File: src/rtl/dest_reg_hazard_tracker.sv
// Destination-register hazard tracker: EX/MEM/WB destination slots, load-use stall,
// registered forwarding selects. Optional WB-slot bypass compare under HAZARD_WB_BYPASS_EN.
module dest_reg_hazard_tracker #(
  parameter int unsigned ADDR_W = 5,
  parameter int unsigned CNT_W  = 16
) (
  input  logic              clk,
  input  logic              rst_n,
  input  logic              id_valid,
  input  logic [ADDR_W-1:0] id_rs,
  input  logic [ADDR_W-1:0] id_rt,
  input  logic              id_uses_rt,
  input  logic              ex_valid,
  input  logic [ADDR_W-1:0] ex_write_reg,
  input  logic              ex_reg_write,
  input  logic              ex_mem_read,
  input  logic              flush,
  output logic              stall,
  output logic [1:0]        fwd_a_sel,
  output logic [1:0]        fwd_b_sel,
  output logic [ADDR_W-1:0] mem_write_reg,
  output logic              mem_reg_write,
  output logic [ADDR_W-1:0] wb_write_reg,
  output logic              wb_reg_write,
  output logic [CNT_W-1:0]  stall_count
);

  localparam logic [1:0] SEL_RF  = 2'b00;
  localparam logic [1:0] SEL_MEM = 2'b10;
  localparam logic [1:0] SEL_WB  = 2'b01;

  logic [ADDR_W-1:0] r_mem_write_reg;
  logic              r_mem_reg_write;
  logic [ADDR_W-1:0] r_wb_write_reg;
  logic              r_wb_reg_write;
  logic [1:0]        r_fwd_a_sel;
  logic [1:0]        r_fwd_b_sel;
  logic [CNT_W-1:0]  r_stall_count;

  logic              w_ex_wr;
  logic              w_mem_wr;
  logic              w_ex_hit_rs;
  logic              w_ex_hit_rt;
  logic              w_mem_hit_rs;
  logic              w_mem_hit_rt;
  logic              w_stall;
  logic              w_bubble;
  logic [1:0]        w_fwd_a_nxt;
  logic [1:0]        w_fwd_b_nxt;
  logic [CNT_W-1:0]  w_stall_count_nxt;

  // Writers to $0 never count as producers.
  assign w_ex_wr      = ex_valid & ex_reg_write & (ex_write_reg != '0);
  assign w_mem_wr     = r_mem_reg_write & (r_mem_write_reg != '0);
  assign w_ex_hit_rs  = w_ex_wr & (ex_write_reg == id_rs);
  assign w_ex_hit_rt  = w_ex_wr & (ex_write_reg == id_rt);
  assign w_mem_hit_rs = w_mem_wr & (r_mem_write_reg == id_rs);
  assign w_mem_hit_rt = w_mem_wr & (r_mem_write_reg == id_rt);

`ifdef HAZARD_WB_BYPASS_EN
  localparam logic [1:0] SEL_BYP = 2'b11;
  logic w_wb_wr;
  logic w_wb_hit_rs;
  logic w_wb_hit_rt;
  assign w_wb_wr     = r_wb_reg_write & (r_wb_write_reg != '0);
  assign w_wb_hit_rs = w_wb_wr & (r_wb_write_reg == id_rs);
  assign w_wb_hit_rt = w_wb_wr & (r_wb_write_reg == id_rt);
`endif

  // Load-use stall; flush kills the ID instruction so it wins.
  assign w_stall  = rst_n & id_valid & ~flush & ex_mem_read &
                    (w_ex_hit_rs | (id_uses_rt & w_ex_hit_rt));
  assign w_bubble = flush | w_stall | ~id_valid;

  // Forwarding selects for the instruction entering EX; newest producer wins.
  always_comb begin
    w_fwd_a_nxt = SEL_RF;
    w_fwd_b_nxt = SEL_RF;
    if (!w_bubble) begin
      if (w_ex_hit_rs & ~ex_mem_read)      w_fwd_a_nxt = SEL_MEM;
      else if (w_mem_hit_rs)               w_fwd_a_nxt = SEL_WB;
`ifdef HAZARD_WB_BYPASS_EN
      else if (w_wb_hit_rs)                w_fwd_a_nxt = SEL_BYP;
`endif
      if (id_uses_rt) begin
        if (w_ex_hit_rt & ~ex_mem_read)    w_fwd_b_nxt = SEL_MEM;
        else if (w_mem_hit_rt)             w_fwd_b_nxt = SEL_WB;
`ifdef HAZARD_WB_BYPASS_EN
        else if (w_wb_hit_rt)              w_fwd_b_nxt = SEL_BYP;
`endif
      end
    end
  end

  // Saturating stall counter.
  always_comb begin
    w_stall_count_nxt = r_stall_count;
    if (w_stall && (r_stall_count != '1)) w_stall_count_nxt = r_stall_count + CNT_W'(1);
  end

  // Slots shift every edge regardless of stall.
  always_ff @(posedge clk or negedge rst_n) begin
    if (!rst_n) begin
      r_mem_write_reg <= '0;
      r_mem_reg_write <= 1'b0;
      r_wb_write_reg  <= '0;
      r_wb_reg_write  <= 1'b0;
      r_fwd_a_sel     <= SEL_RF;
      r_fwd_b_sel     <= SEL_RF;
      r_stall_count   <= '0;
    end else begin
      r_mem_write_reg <= ex_write_reg;
      r_mem_reg_write <= ex_reg_write & ex_valid;
      r_wb_write_reg  <= r_mem_write_reg;
      r_wb_reg_write  <= r_mem_reg_write;
      r_fwd_a_sel     <= w_fwd_a_nxt;
      r_fwd_b_sel     <= w_fwd_b_nxt;
      r_stall_count   <= w_stall_count_nxt;
    end
  end

  assign stall         = w_stall;
  assign fwd_a_sel     = r_fwd_a_sel;
  assign fwd_b_sel     = r_fwd_b_sel;
  assign mem_write_reg = r_mem_write_reg;
  assign mem_reg_write = r_mem_reg_write;
  assign wb_write_reg  = r_wb_write_reg;
  assign wb_reg_write  = r_wb_reg_write;
  assign stall_count   = r_stall_count;

endmodule
File: config.mk
export PLATFORM = sky130hd
export DESIGN_NAME = dest_reg_hazard_tracker
export DESIGN_NICKNAME = d
export VERILOG_FILES = /design/src/rtl/dest_reg_hazard_tracker.sv
export SDC_FILE = /design/constraint.sdc
export NUM_CORES = 1
export LEC_CHECK = 0
export CORE_MARGIN = 3
export CORE_UTILIZATION = 25
export CTS_CLUSTER_SIZE = 40
export DETAILED_ROUTE_END_ITERATION = 12
export MAX_ROUTING_LAYER = met4
export PLACE_DENSITY = 0.49
export SYNTH_ARGS = -nofsm -noshare
export SYNTH_HDL_FRONTEND = slang
export SYNTH_SLANG_ARGS = --single-unit
File: constraint.sdc
create_clock -name clk -period 4.15 [get_ports clk]
set_input_delay 1.245 -clock clk [delete_from_list [all_inputs] [get_ports clk]]
set_output_delay 1.245 -clock clk [all_outputs]
set_load 0.01 [all_outputs]
## Word-level counts from Yosys, hierarchy flattened

Cells that the tools add are included.

- Bits in registers: 32
- Bits of input ports: 23
- Output and inout port bits: 33
- Word-level logic and storage cells: 43

- Add/sub/neg operators: 1
- Equality and inequality tests: 5
- Mux-type cells: 7
- Bitwise gates (word level): 20
- Reductions and logical operators: 3

Operator list:

| kind | number |
|---|---|
| 5-bit == test | 4 |
| 16-bit by 1-bit adder with 16-bit output (second input constant) | 1 |
| 16-bit inequality test (second input constant) | 1 |
| 1-bit AND | 14 |
| 2-bit 2-to-1 mux | 5 |
| 5-bit nonzero test | 2 |
| 1-bit inverter | 3 |
| 1-bit bitwise OR | 3 |
| 1-bit 2-to-1 mux | 2 |
| 1-bit logical AND | 1 |

## Depth between registers and ports, before layout

- Depth in word-level cells: 9
- Gate-level depth with buffers: 8
- Depth with buffers taken out: 7

## Worst setup path before layout

No wires, ideal clock.

- Kind: input to output
- Start: input ex_write_reg[2]
- End: output stall
- Arrival time: 2,443 ps
- Data required time: 2,905 ps
- Slack: 462 ps
- Cell stages on the path: 6
- Cells stage by stage: xnor2_1 -> nand3_1 -> or4b_4 -> a21o_4 -> inv_2 -> buf_6

- Longest elaborated chain between the ends: 6
- Elaborated cells between the ends (all ways): 9
- Those cells by class: eq/ne: 2; bitwise: 6; reduce/logical: 1

Ends and longest elaborated chain:

| element | RTL line | source |
|---|---|---|
| start, declared | 14 | `input logic [ADDR_W-1:0] ex_write_reg,` |
| 5-bit nonzero test | 53 | `assign w_ex_wr = ex_valid & ex_reg_write & (ex_write_reg != '0);` |
| 1-bit AND | 53 |  |
| 1-bit AND | 56 | `assign w_ex_hit_rt = w_ex_wr & (ex_write_reg == id_rt);` |
| 1-bit AND | 72 | `(w_ex_hit_rs \| (id_uses_rt & w_ex_hit_rt));` |
| 1-bit bitwise OR (*) | 72 |  |
| 1-bit AND (*) | 71 | `assign w_stall = rst_n & id_valid & ~flush & ex_mem_read &` |
| end, declared | 18 | `output logic stall,` |

Every way passes the cells marked *; elsewhere a longest branch is shown, timed or not.

## Final worst setup path

- Start: input ex_valid
- End: output stall

- Longest elaborated chain between the ends: 6
- Elaborated cells between the ends (all ways): 7
- Those cells by class: bitwise: 7

Ends and longest elaborated chain:

| element | RTL line | source |
|---|---|---|
| start, declared | 13 | `input logic ex_valid,` |
| 1-bit AND (*) (2 in series) | 53 |  |
| 1-bit AND | 56 |  |
| 1-bit AND | 72 |  |
| 1-bit bitwise OR (*) | 72 |  |
| 1-bit AND (*) | 71 |  |

Marks and branches as above.

==> run metrics <==
status completed; Tcrit/Tclk final 0.975; DR vias/cell 4.54; H-Tree Depth 2; largest net degree at the start of global routing 33; Final #Nets 233; DR vias 1276; R2R depth 6; initial antenna violation count 0; CTS root buffer clkbuf_8; Tmin final approximately 4000 ps; Mapped Cells 132; die area 7110 um2; maximum VDD drop 0.130 mV; Power Dens Cells 266 nW/um2; Worst-path clk slew 60 ps; drt first pass iters 4; max FFs per register 16; Yosys top cell by area dfrtp_1; Worst Path Arrival between 2000 and 3000 ps; Layout Skew 5.21 ps; leak pwr 0.977 nW; DR DRC count 0; Core ar. 5710 um2; WL/cell 14.3 um; detailed placer's ending HPWL 3.21 mm; grt ovf 0; r2r setup slk 2000 ps; # placed instances 273; DRT antenna net count 0; IO Port Bufs 55; Final setup viols 0; CTS tree done; clock tree sinks 32; Total Routed Length roughly 4.0 mm; Avg Cell Area, Syn between 10 and 15 um2; Initial Utilization 0.268; Post-Route Utilization 0.410; Worst Path Max Fanout 3; kind of start point of the critical path input port; warnings from Yosys 0; end of the worst register-to-register path stall_count[1]; Synth Cell Area between 1500 and 2000 um2; RSZ-0062 raised after global routing no; Yosys reg bits 32; drt initial violations 20; Slew HR 0.725; Tightest Pin Transition 408 ps; Synth top area share 0.522; Hold Crit Endpoint wb_reg_write; Final Hold Vio Count 0; CTS Hold Bufs 0; Max Slew Vio Count 0; area delta synth->final 52.7%; post-synthesis sequential area ratio 0.522; Worst Hold Depth 0; post-route setup slack 104 ps; synthesized net count 156; Netlist cell types 27; Post-Place Setup Slack -565 ps; non-filler cells, final 281; Hold Path Class flop to flop; Crit Reg-Reg Startpoint stall_count[0]; Setup CP Type input port to output pin; share of cells above drive strength 1 0.139; required time of the worst setup path 2900 ps; Fmax 247 MHz; GRT Total Usage 0.127; vias in the first global route ~1.4k; synth top area cells dfrtp_1 52%, xnor2_1 13%, xor2_1 6.3%; I/O pins 56; worst skew pair latency 280 ps; global-route wire length before repair 6.91 mm; CP endpoint kind output pin; # rows 27; Final GP Congestion 0.959; Longest Clk Path Bufs 2; CTS Buf Count 5; Min-Delay Startpoint mem_reg_write; crit path from ex_valid; # diodes 0; Die W 84.3 um; maxcap violations 0; Chip Height 84.3 um
cells in the mapped netlist (all sizes together):
| cell | number |
|---|---|
| a21o | 1 |
| and2 | 3 |
| and3 | 2 |
| buf | 1 |
| dfrtp | 32 |
| ha | 1 |
| inv | 3 |
| mux2 | 3 |
| nand2 | 9 |
| nand2b | 1 |
| nand3 | 6 |
| nand4 | 11 |
| nand4b | 2 |
| nor2 | 6 |
| nor2b | 1 |
| nor3 | 4 |
| nor3b | 2 |
| nor4 | 4 |
| nor4b | 1 |
| o2111ai | 1 |
| o211ai | 1 |
| or4 | 3 |
| or4b | 1 |
| xnor2 | 22 |
| xor2 | 11 |
logic make-up (layout without fill, tap and decap cells):
family | count (synthesis) | after routing | synth area share
AND/OR/NAND/NOR | 56 | 56 | 0.224
adder cells (fa/ha/maj) | 1 | 1 | 0.00816
multiplexers | 3 | 3 | 0.0220
XOR/XNOR | 33 | 33 | 0.189
AO/OA/AOI/OAI | 3 | 3 | 0.0204
buffers and inverters | 4 | 81 | 0.0147
flip-flops | 32 | 32 | 0.522
metrics by stage:
step / TNS [ps] / area [um2] / hold WS, ps / power [mW]
global route: 0 / 2340 / 471 / 0.652
detailed placement: -565 / 2270 / 441 / 0.415
floorplan: 0 / 1530 / 435 / 0.353
CTS: 0 / 2340 / 460 / 0.634
finish: 0 / 2340 / 434 / 0.623
global placement: -523 / 2270 / 446 / 0.414
worst max-delay path by stage:
stage | to | slack (ps)
2_1_floorplan | stall | 460
6_report | stall | 100
3_3_place_gp | stall | -520
3_5_place_dp | stall | -570
4_1_cts | stall | 80
5_1_grt | stall | 4
routing by layer:
metal | vias to the layer above | wire [um] | part of all wire | track usage
met2 | 52 | 1800 | 0.45 | 0.189
met4 | 0 | 73 | 0.018 | 0.0380
li1 | 614 | - | - | -
met5 | - | 0 | 0 | -
met3 | 10 | 320 | 0.079 | 0.0510
met1 | 600 | 1840 | 0.46 | 0.157
critical path: stages:
cell,delay (ps)
clkdlybuf4s50_1,480
nand3_1,100
or4b_4,540
a21o_4,230
inv_2,60
buf_2,130
final cells by class:
class	count	area [um2]
Clock inverter	1	5.00
Timing Repair Buffer	71	648
Tap cell	72	90.1
Clock buffer	6	72.6
Fill cell	549	3370
Inverter	3	11.3
Sequential cell	32	801
Multi-Input combinational cell	96	713
where the power goes:
| part | leakage, nW | switching [mW] | internal [mW] |
|---|---|---|---|
| Sequential | 0.416 | 0.00673 | 0.319 |
| Clock | 0.0410 | 0.106 | 0.114 |
| Combinational | 0.520 | 0.0327 | 0.0450 |
layout by cell type (no fill, tap or decap), types with 6 or more instances in the layout:
cell type	count
xnor2_1	22
xor2_1	11
nand2_1	9
nand4_1	11
nand3_1	6
dlygate4sd2_1	14
clkdlybuf4s50_1	39
buf_4	16
nor2_1	6
dfrtp_1	32
repair_timing:
item,in CTS,in global routing
endpoints found under the setup margin,1,1
gates resized for setup,21,0
pin swaps,5,3
setup buffers,1,0
Note: power is estimated with default switching activity, not from simulation.
